`src/rtl/display_arbitro.sv`:
```
// display_arbitro: round-robin owner of the 8-digit display plus digit-refresh prescaler
//   reloj, reinicio_n      clock, asynchronous active-low reset
//   sol[2:0], dato0..2     level requests and values of sources 0..2
//   ack[2:0]               one-cycle grant pulse, one-hot or zero
//   resultado_out, fuente  displayed word and its source (3 = none since reset)
//   ocupado                minimum-hold timer running
//   tick_refresco          one-cycle digit-advance strobe every DIV_REFRESCO cycles
module display_arbitro #(
    parameter int TIEMPO_MIN   = 50_000_000,
    parameter int DIV_REFRESCO = 100_000
) (
    input  logic        reloj,
    input  logic        reinicio_n,
    input  logic [2:0]  sol,
    input  logic [31:0] dato0,
    input  logic [31:0] dato1,
    input  logic [31:0] dato2,
    output logic [2:0]  ack,
    output logic [31:0] resultado_out,
    output logic [1:0]  fuente,
    output logic        ocupado,
    output logic        tick_refresco
);
    localparam int TW = TIEMPO_MIN > 1 ? $clog2(TIEMPO_MIN) : 1;
    localparam int PW = DIV_REFRESCO > 1 ? $clog2(DIV_REFRESCO) : 1;
    typedef enum logic {LIBRE, MOSTRAR} estado_t;
    estado_t st, st_n;
    logic [1:0] ptr, ptr_n, g0, g1, g2, gnt, fue_n;
    logic [TW-1:0] tmr, tmr_n;
    logic [PW-1:0] pre;
    logic [31:0] res_n, dg, df;
    logic [2:0] msk, ack_n;
    logic [3:0] mskx;
    // a source's own ack hides its still-high request for that cycle
    assign msk  = sol & ~ack;
    assign mskx = {1'b0, msk};
    assign g0   = ptr;
    assign g1   = ptr == 2'd2 ? 2'd0 : ptr + 2'd1;
    assign g2   = ptr == 2'd0 ? 2'd2 : ptr - 2'd1;
    assign gnt  = msk[g0] ? g0 : msk[g1] ? g1 : g2;
    assign dg   = gnt == 2'd0 ? dato0 : gnt == 2'd1 ? dato1 : dato2;
    assign df   = fuente == 2'd0 ? dato0 : fuente == 2'd1 ? dato1 : dato2;
    assign ocupado = st == MOSTRAR;
    always_comb begin
        st_n  = st;
        ptr_n = ptr;
        tmr_n = tmr;
        res_n = resultado_out;
        fue_n = fuente;
        ack_n = '0;
        // LIBRE always has tmr == 0, so expiry and idle share one arbitration path
        if (st == LIBRE || tmr == '0) begin
            st_n = |msk ? MOSTRAR : LIBRE;
            if (|msk) begin
                ptr_n = gnt == 2'd2 ? 2'd0 : gnt + 2'd1;
                tmr_n = TW'(TIEMPO_MIN - 1);
                res_n = dg;
                fue_n = gnt;
                ack_n = 3'b001 << gnt;
            end
        end else begin
            tmr_n = tmr - 1'b1;
            if (mskx[fuente]) begin
                res_n = df;
                ack_n = 3'b001 << fuente;
            end
        end
    end
    always_ff @(posedge reloj or negedge reinicio_n) begin
        if (!reinicio_n) begin
            st            <= LIBRE;
            ptr           <= '0;
            tmr           <= '0;
            resultado_out <= '0;
            fuente        <= 2'd3;
            ack           <= '0;
        end else begin
            st            <= st_n;
            ptr           <= ptr_n;
            tmr           <= tmr_n;
            resultado_out <= res_n;
            fuente        <= fue_n;
            ack           <= ack_n;
        end
    end
    always_ff @(posedge reloj or negedge reinicio_n) begin
        if (!reinicio_n) begin
            pre           <= '0;
            tick_refresco <= 1'b0;
        end else begin
            pre           <= pre == PW'(DIV_REFRESCO - 1) ? '0 : pre + 1'b1;
            tick_refresco <= pre == PW'(DIV_REFRESCO - 1);
        end
    end
endmodule

```
`config.mk`:
```
export PLATFORM = sky130hd
export DESIGN_NAME = display_arbitro
export DESIGN_NICKNAME = d
export VERILOG_FILES = /design/src/rtl/display_arbitro.sv
export SDC_FILE = /design/constraint.sdc
export NUM_CORES = 1
export LEC_CHECK = 0
export CAP_MARGIN = 10
export CORE_UTILIZATION = 35
export DETAILED_ROUTE_END_ITERATION = 6
export GPL_TIMING_DRIVEN = 0
export SLEW_MARGIN = 25
export SYNTH_ARGS = -nofsm -noshare
export SYNTH_HDL_FRONTEND = slang
export SYNTH_SLANG_ARGS = --single-unit
export TNS_END_PERCENT = 20
```
`constraint.sdc`:
```
create_clock -name reloj -period 5.7 [get_ports reloj]
set_input_delay 1.14 -clock reloj [delete_from_list [all_inputs] [get_ports reloj]]
set_output_delay 1.14 -clock reloj [all_outputs]
set_load 0.005 [all_outputs]
```
### After elaboration in Yosys (flattened, before gate mapping)

Cells that the tools add are included.

| word-level totals | value |
|---|---|
| input bits | 101 |
| memories | 0 |
| word-level logic and storage cells | 61 |
| RAM bits | 0 |
| bits in registers | 84 |
| bits in read-only memories | 0 |
| bits in latches | 0 |
| output and inout port bits | 39 |

| cells by class | value |
|---|---|
| $mul | 0 |
| add/sub/neg operators | 5 |
| div/mod/pow operators | 0 |
| $lt $le $gt $ge | 3 |
| shift-type cells | 2 |
| bitwise gates (word level) | 3 |
| multiplexer cells | 25 |
| equality and inequality tests | 6 |
| reductions and logical operators | 9 |

Operators with widths:

| operator | number |
|---|---|
| $mux W32 | 7 |
| $mux W26 | 2 |
| $logic_not A26 Y1 | 1 |
| $sub A26 B1 Y26 const B | 1 |
| $add A17 B1 Y17 const B | 1 |
| $eq A17 B17 Y1 const B | 1 |
| $mux W17 | 1 |
| $mux W2 | 5 |
| $lt A2 B3 Y1 const B | 3 |
| $mux W3 | 3 |
| $bmux W1 S2 | 3 |
| $logic_not A2 Y1 | 3 |
| $shl A1 B2 Y3 const A | 2 |
| $add A2 B1 Y2 const B | 2 |
| $eq A2 B1 Y1 const B | 2 |
| $eq A2 B2 Y1 const B | 2 |
| $mux W1 | 4 |
| $reduce_and A2 Y1 | 2 |
| $and A3 B3 Y3 | 1 |
| $not A3 Y3 | 1 |
| $reduce_or A3 Y1 | 1 |
| $ne A2 B1 Y1 const B | 1 |
| $reduce_bool A2 Y1 | 1 |
| $sub A2 B1 Y2 const B | 1 |
| 2 further kinds | 2 |

### Depth between registers and ports, before layout

Gate-level depths: netlist of run 1.

| logic depth | value |
|---|---|
| depth after elaboration | 11 |
| mapped depth | 10 |
| mapped depth without buffers | 8 |

### Worst setup path before layout of run 1

OpenSTA, ideal clock, no wires.

| timing | value |
|---|---|
| path kind | in2reg |
| start | in sol[0] |
| end | reg resultado_out[10] |
| data arrival time | 2.892 ns |
| path buffers | 1 |
| data required time | 5.568 ns |
| setup time | 0.132 ns |
| stages on the path | 7 |
| path slack | 2.676 ns |
| cell sequence | or4b_1 > a32o_2 > a31oi_4 > buf_8 > mux2_1 > o211ai_1 > a31oi_2 |

| on the way | value |
|---|---|
| longest elaborated chain between the ends | 10 |
| elaborated cells between the ends (all ways) | 19 |
| those cells by class | 2 x eq/ne; 12 x mux; 1 x bitwise; 4 x reduce/logical |

Ends and longest elaborated chain:

| element | line | text |
|---|---|---|
| start, declared | 14 | `input logic [2:0] sol,` |
| $and A3 B3 Y3 * | 35 | `assign msk = sol & ~ack;` |
| $bmux W1 S2 | 40 | `assign gnt = msk[g0] ? g0 : msk[g1] ? g1 : g2;` |
| $mux W1 (implied by the code) | 40 |  |
| $mux W2 (2 in series) | 40 |  |
| $eq A2 B1 Y1 | 41 | `assign dg = gnt == 2'd0 ? dato0 : gnt == 2'd1 ? dato1 : dato2;` |
| $mux W32 (2 in series) | 41 |  |
| $mux W32 | 54 | `if (\|msk) begin` |
| $mux W32 | 52 | `if (st == LIBRE \|\| tmr == '0) begin` |
| end signal, assigned | 81 | `resultado_out <= res_n;` |
| end, declared | 19 | `output logic [31:0] resultado_out,` |

Mark *: on every way between the ends. The rest lies on a longest branch, timed or not. The select of a mux whose other input is x is not followed.
A chain may end at the register's enable or synchronous reset.

### Worst setup path in the final report of run 1

| timing | value |
|---|---|
| start | in sol[0] |
| end | reg resultado_out[15] |

Same word-level chain as after synthesis.

==> results of run 1 <==
critical path, stage by stage:
cell,delay [ps]
clkdlybuf4s50_1,540
or4b_1,460
a32o_2,250
a31oi_4,460
buf_8,220
mux2_1,340
o211ai_1,210
a31oi_2,120
per-layer routing:
metal | up-vias | GRT usage | wire length, um
met5 | - | 0 | 0
met4 | 0 | 0.0951 | 444
met3 | 27 | 0.0292 | 669
met2 | 151 | 0.355 | 8580
met1 | 2611 | 0.247 | 7590
li1 | 2628 | - | -
stage by stage:
| stage | hold slack, ps | setup WS, ps | cells |
|---|---|---|---|
| after floorplan | 446 | 2680 | 641 |
| after global placement | 460 | 295 | 1000 |
| after detailed placement | 480 | 1770 | 1001 |
| after CTS | 487 | 2150 | 1017 |
| after global routing | 510 | 2040 | 1017 |
| final | 482 | 2170 | 1017 |
cells by family after synthesis:
group           after synthesis  share of synthesized area
simple gates                229                      0.182
xor+xnor                     16                     0.0236
mux                          73                      0.132
compound gates              179                      0.223
buf+inv                      54                     0.0721
flops                        84                      0.355
fa+ha+maj                     6                     0.0127
cell usage after synthesis (6+ instances only):
cell type | count | area share
dfrtp_1 | 82 | 0.35
nand2_1 | 82 | 0.052
nor2_1 | 67 | 0.042
o21ai_0 | 47 | 0.040
mux2i_1 | 40 | 0.067
o211ai_1 | 32 | 0.040
o21bai_1 | 32 | 0.040
mux2_1 | 25 | 0.047
a31oi_2 | 20 | 0.042
nor3_1 | 18 | 0.015
a31oi_1 | 17 | 0.018
clkbuf_1 | 15 | 0.0095
clkbuf_8 | 13 | 0.030
nand3_1 | 13 | 0.011
a21oi_1 | 10 | 0.0084
xor2_1 | 9 | 0.013
inv_1 | 8 | 0.0051
mux2_2 | 7 | 0.013
xnor2_1 | 7 | 0.010
ha_1 | 6 | 0.013
cell type report:
type	instances	area, um^2	share of cell area
plain buffers	46	398	0.0497
inverters	8	30.0	0.00375
well taps	220	275	0.0344
repair buffers	140	1420	0.177
flip-flops and latches	84	2100	0.263
clock buffers	10	239	0.0299
clock inverters	6	135	0.0169
multi-input cells	503	3400	0.425
flip-flops by register name (all words and copies together), names as in the netlist:
| register | count |
|---|---|
| resultado_out | 32 |
| fuente | 2 |
| g0 | 2 |
| ocupado | 1 |
| tmr | 26 |
| ack | 3 |
| pre | 17 |
| tick_refresco | 1 |
power groups by stage:
stage               registers [uW]  clock network (uW)  logic, uW
CTS                            746                 741        551
floorplan                      743                   0        279
finish                         747                 730        547
global placement               754                   0        534
global route                   758                 763        597
detailed placement             755                   0        548
how the worst min path moves through the flow:
stage / from / endpoint / slack (ps) / cells after the start
floorplan: pre[4] / pre[4] / 450 / 1
global placement: pre[4] / pre[4] / 460 / 1
detailed placement: pre[0] / pre[0] / 480 / 1
CTS: pre[4] / pre[4] / 490 / 1
global route: pre[4] / pre[4] / 510 / 1
finish: pre[4] / pre[4] / 480 / 1
==> impl_metrics.py, run 1 <==
metrics = {
    "run_status": {
        "run_status": "finished clean",
    },
    "critical_path": {
        "path_max_fanout": 10,
        "r2r-start": "g0[0]",
        "r2r_end": "resultado_out[15]",
        "r2r_slack_ps": 2660,
        "crit_arrival_ps": 3750,
        "start_kind": "input pin",
        "path_class": "in -> reg",
        "critPathCaptureType": "flip-flop",
        "cp-startpoint": "sol[0]",
        "critPathCapture": "resultado_out[15]",
        "required_ps": 5920,
        "reg2regPathDepth": 9,
    },
    "synth": {
        "synthArstFlopShare": 1.00,
        "syn_avg_cell_area_um2": 9.25,
        "synth-seq-cells": 84,
        "syn-num-nets": 748,
        "synthFlopType": "dfrtp_1",
        "syn-cell-area_um2": 5930,
        "ys_warn_count": 0,
        "synth_edf_count": 0,
        "synth_cell_types": 66,
        "postSynthCellCount": 641,
        "yosysSeqAreaShare": 0.355,
    },
    "power_and_ir_drop": {
        "switching_share": 0.279,
        "power_density_nw_per_um2": 253,
        "internal_power_uw": 1460,
        "seqPwrFrac": 0.369,
        "power_frac_comb": 0.270,
        "switchingPower_uw": 566,
        "p_clk_frac": 0.361,
        "power.static_leakage_uw": 0.00309,
        "ir_drop_mv": 0.142,
        "total_power_uw": 2020,
    },
    "layout": {
        "diodes": 0,
        "design_area_um2": 8000,
        "final_cell_mix": "138 x clkdlybuf4s50_1, 82 x nand2_1, 82 x dfrtp_1, 67 x nor2_1, 47 x o21ai_0",
        "layout_commonest_cell": "clkdlybuf4s50_1",
        "drive_gt1_frac": 0.114,
        "area_growth_pct": 34.9,
        "fin_nets": 899,
        "final_core_util": 0.482,
        "fillers": 1588,
    },
    "timing": {
        "max_freq_mhz": 283,
        "slew_headroom": 0.381,
        "hold_viol_final": 0,
        "finalCriticalPeriod_ps": 3530,
        "finalCritPeriodShare": 0.619,
        "skew_ps": 6.10,
        "fin_setup_tns_ps": 0,
        "setup_viol": 0,
        "tightest_slew_ps": 923,
        "rsz0062_at_grt": "no",
        "final-max-slew-violation-count": 0,
    },
    "detailed_routing": {
        "routed_wl_um": 17300,
        "ant_nets": 0,
        "drc": 0,
        "drtIter0Drc": 333,
        "dr.pass1.iters": 5,
        "wire_per_inst_um": 17.0,
        "detail_route.vias_per_cell": 5.33,
        "detailroute.via_count": 5417,
    },
    "clocking": {
        "cts.clk_slew.worst_paths_ps": 60,
        "cts_buffers": 9,
        "ctsResizeCount": 0,
        "h-tree-depth": 3,
        "cts_tree": "done",
        "cts_sinks": 84,
        "cts_setup_buffers": 0,
        "cts_root_buf": "clkbuf_16",
        "cts_hold_buf": 0,
        "cts_buffer_depth": 2,
        "clk_latency_ps": 350,
    },
    "global_routing": {
        "grt_pass1_vias": 5591,
        "grt_max_degree": 73,
        "antenna_found_initial": 0,
        "grt-ovfl-total": 0,
        "grt_util_all_layers": 0.204,
        "grt_pass1_wl_um": 28200,
    },
    "floorplan": {
        "ioPinCount": 140,
        "dieArea_um2": 17500,
        "initial_core_util": 0.358,
        "die_w_um": 132,
        "die_h_um": 132,
        "coreArea_um2": 16600,
        "num_rows": 47,
    },
    "hold_path": {
        "hp-class": "reg -> reg",
    },
    "place": {
        "place_congestion": 0.809,
        "dpl_cell_area_um2": 7630,
        "portBuffers": 139,
        "dp_hpwl_um": 12800,
    },
    "job": {
        "cap_violations": 0,
    },
}
(Power assumes the default switching activity.)
==> run 2: changes to the inputs <==
Clock period 5.7 ns to 3.4 ns, I/O delays scaled along.
==> results of run 2 <==
The final DEF is identical to that of run 1. Status: finished clean.
Among the figures that moved: setup slack after placement 1770 ps -> -65.1 ps; setup slack after layout 2170 ps -> 331 ps; hold slack 482 ps -> 145 ps; register-to-register setup slack 2660 ps -> 360 ps; total power 2020 uW -> 3390 uW; worst IR drop on VDD 0.142 mV -> 0.238 mV
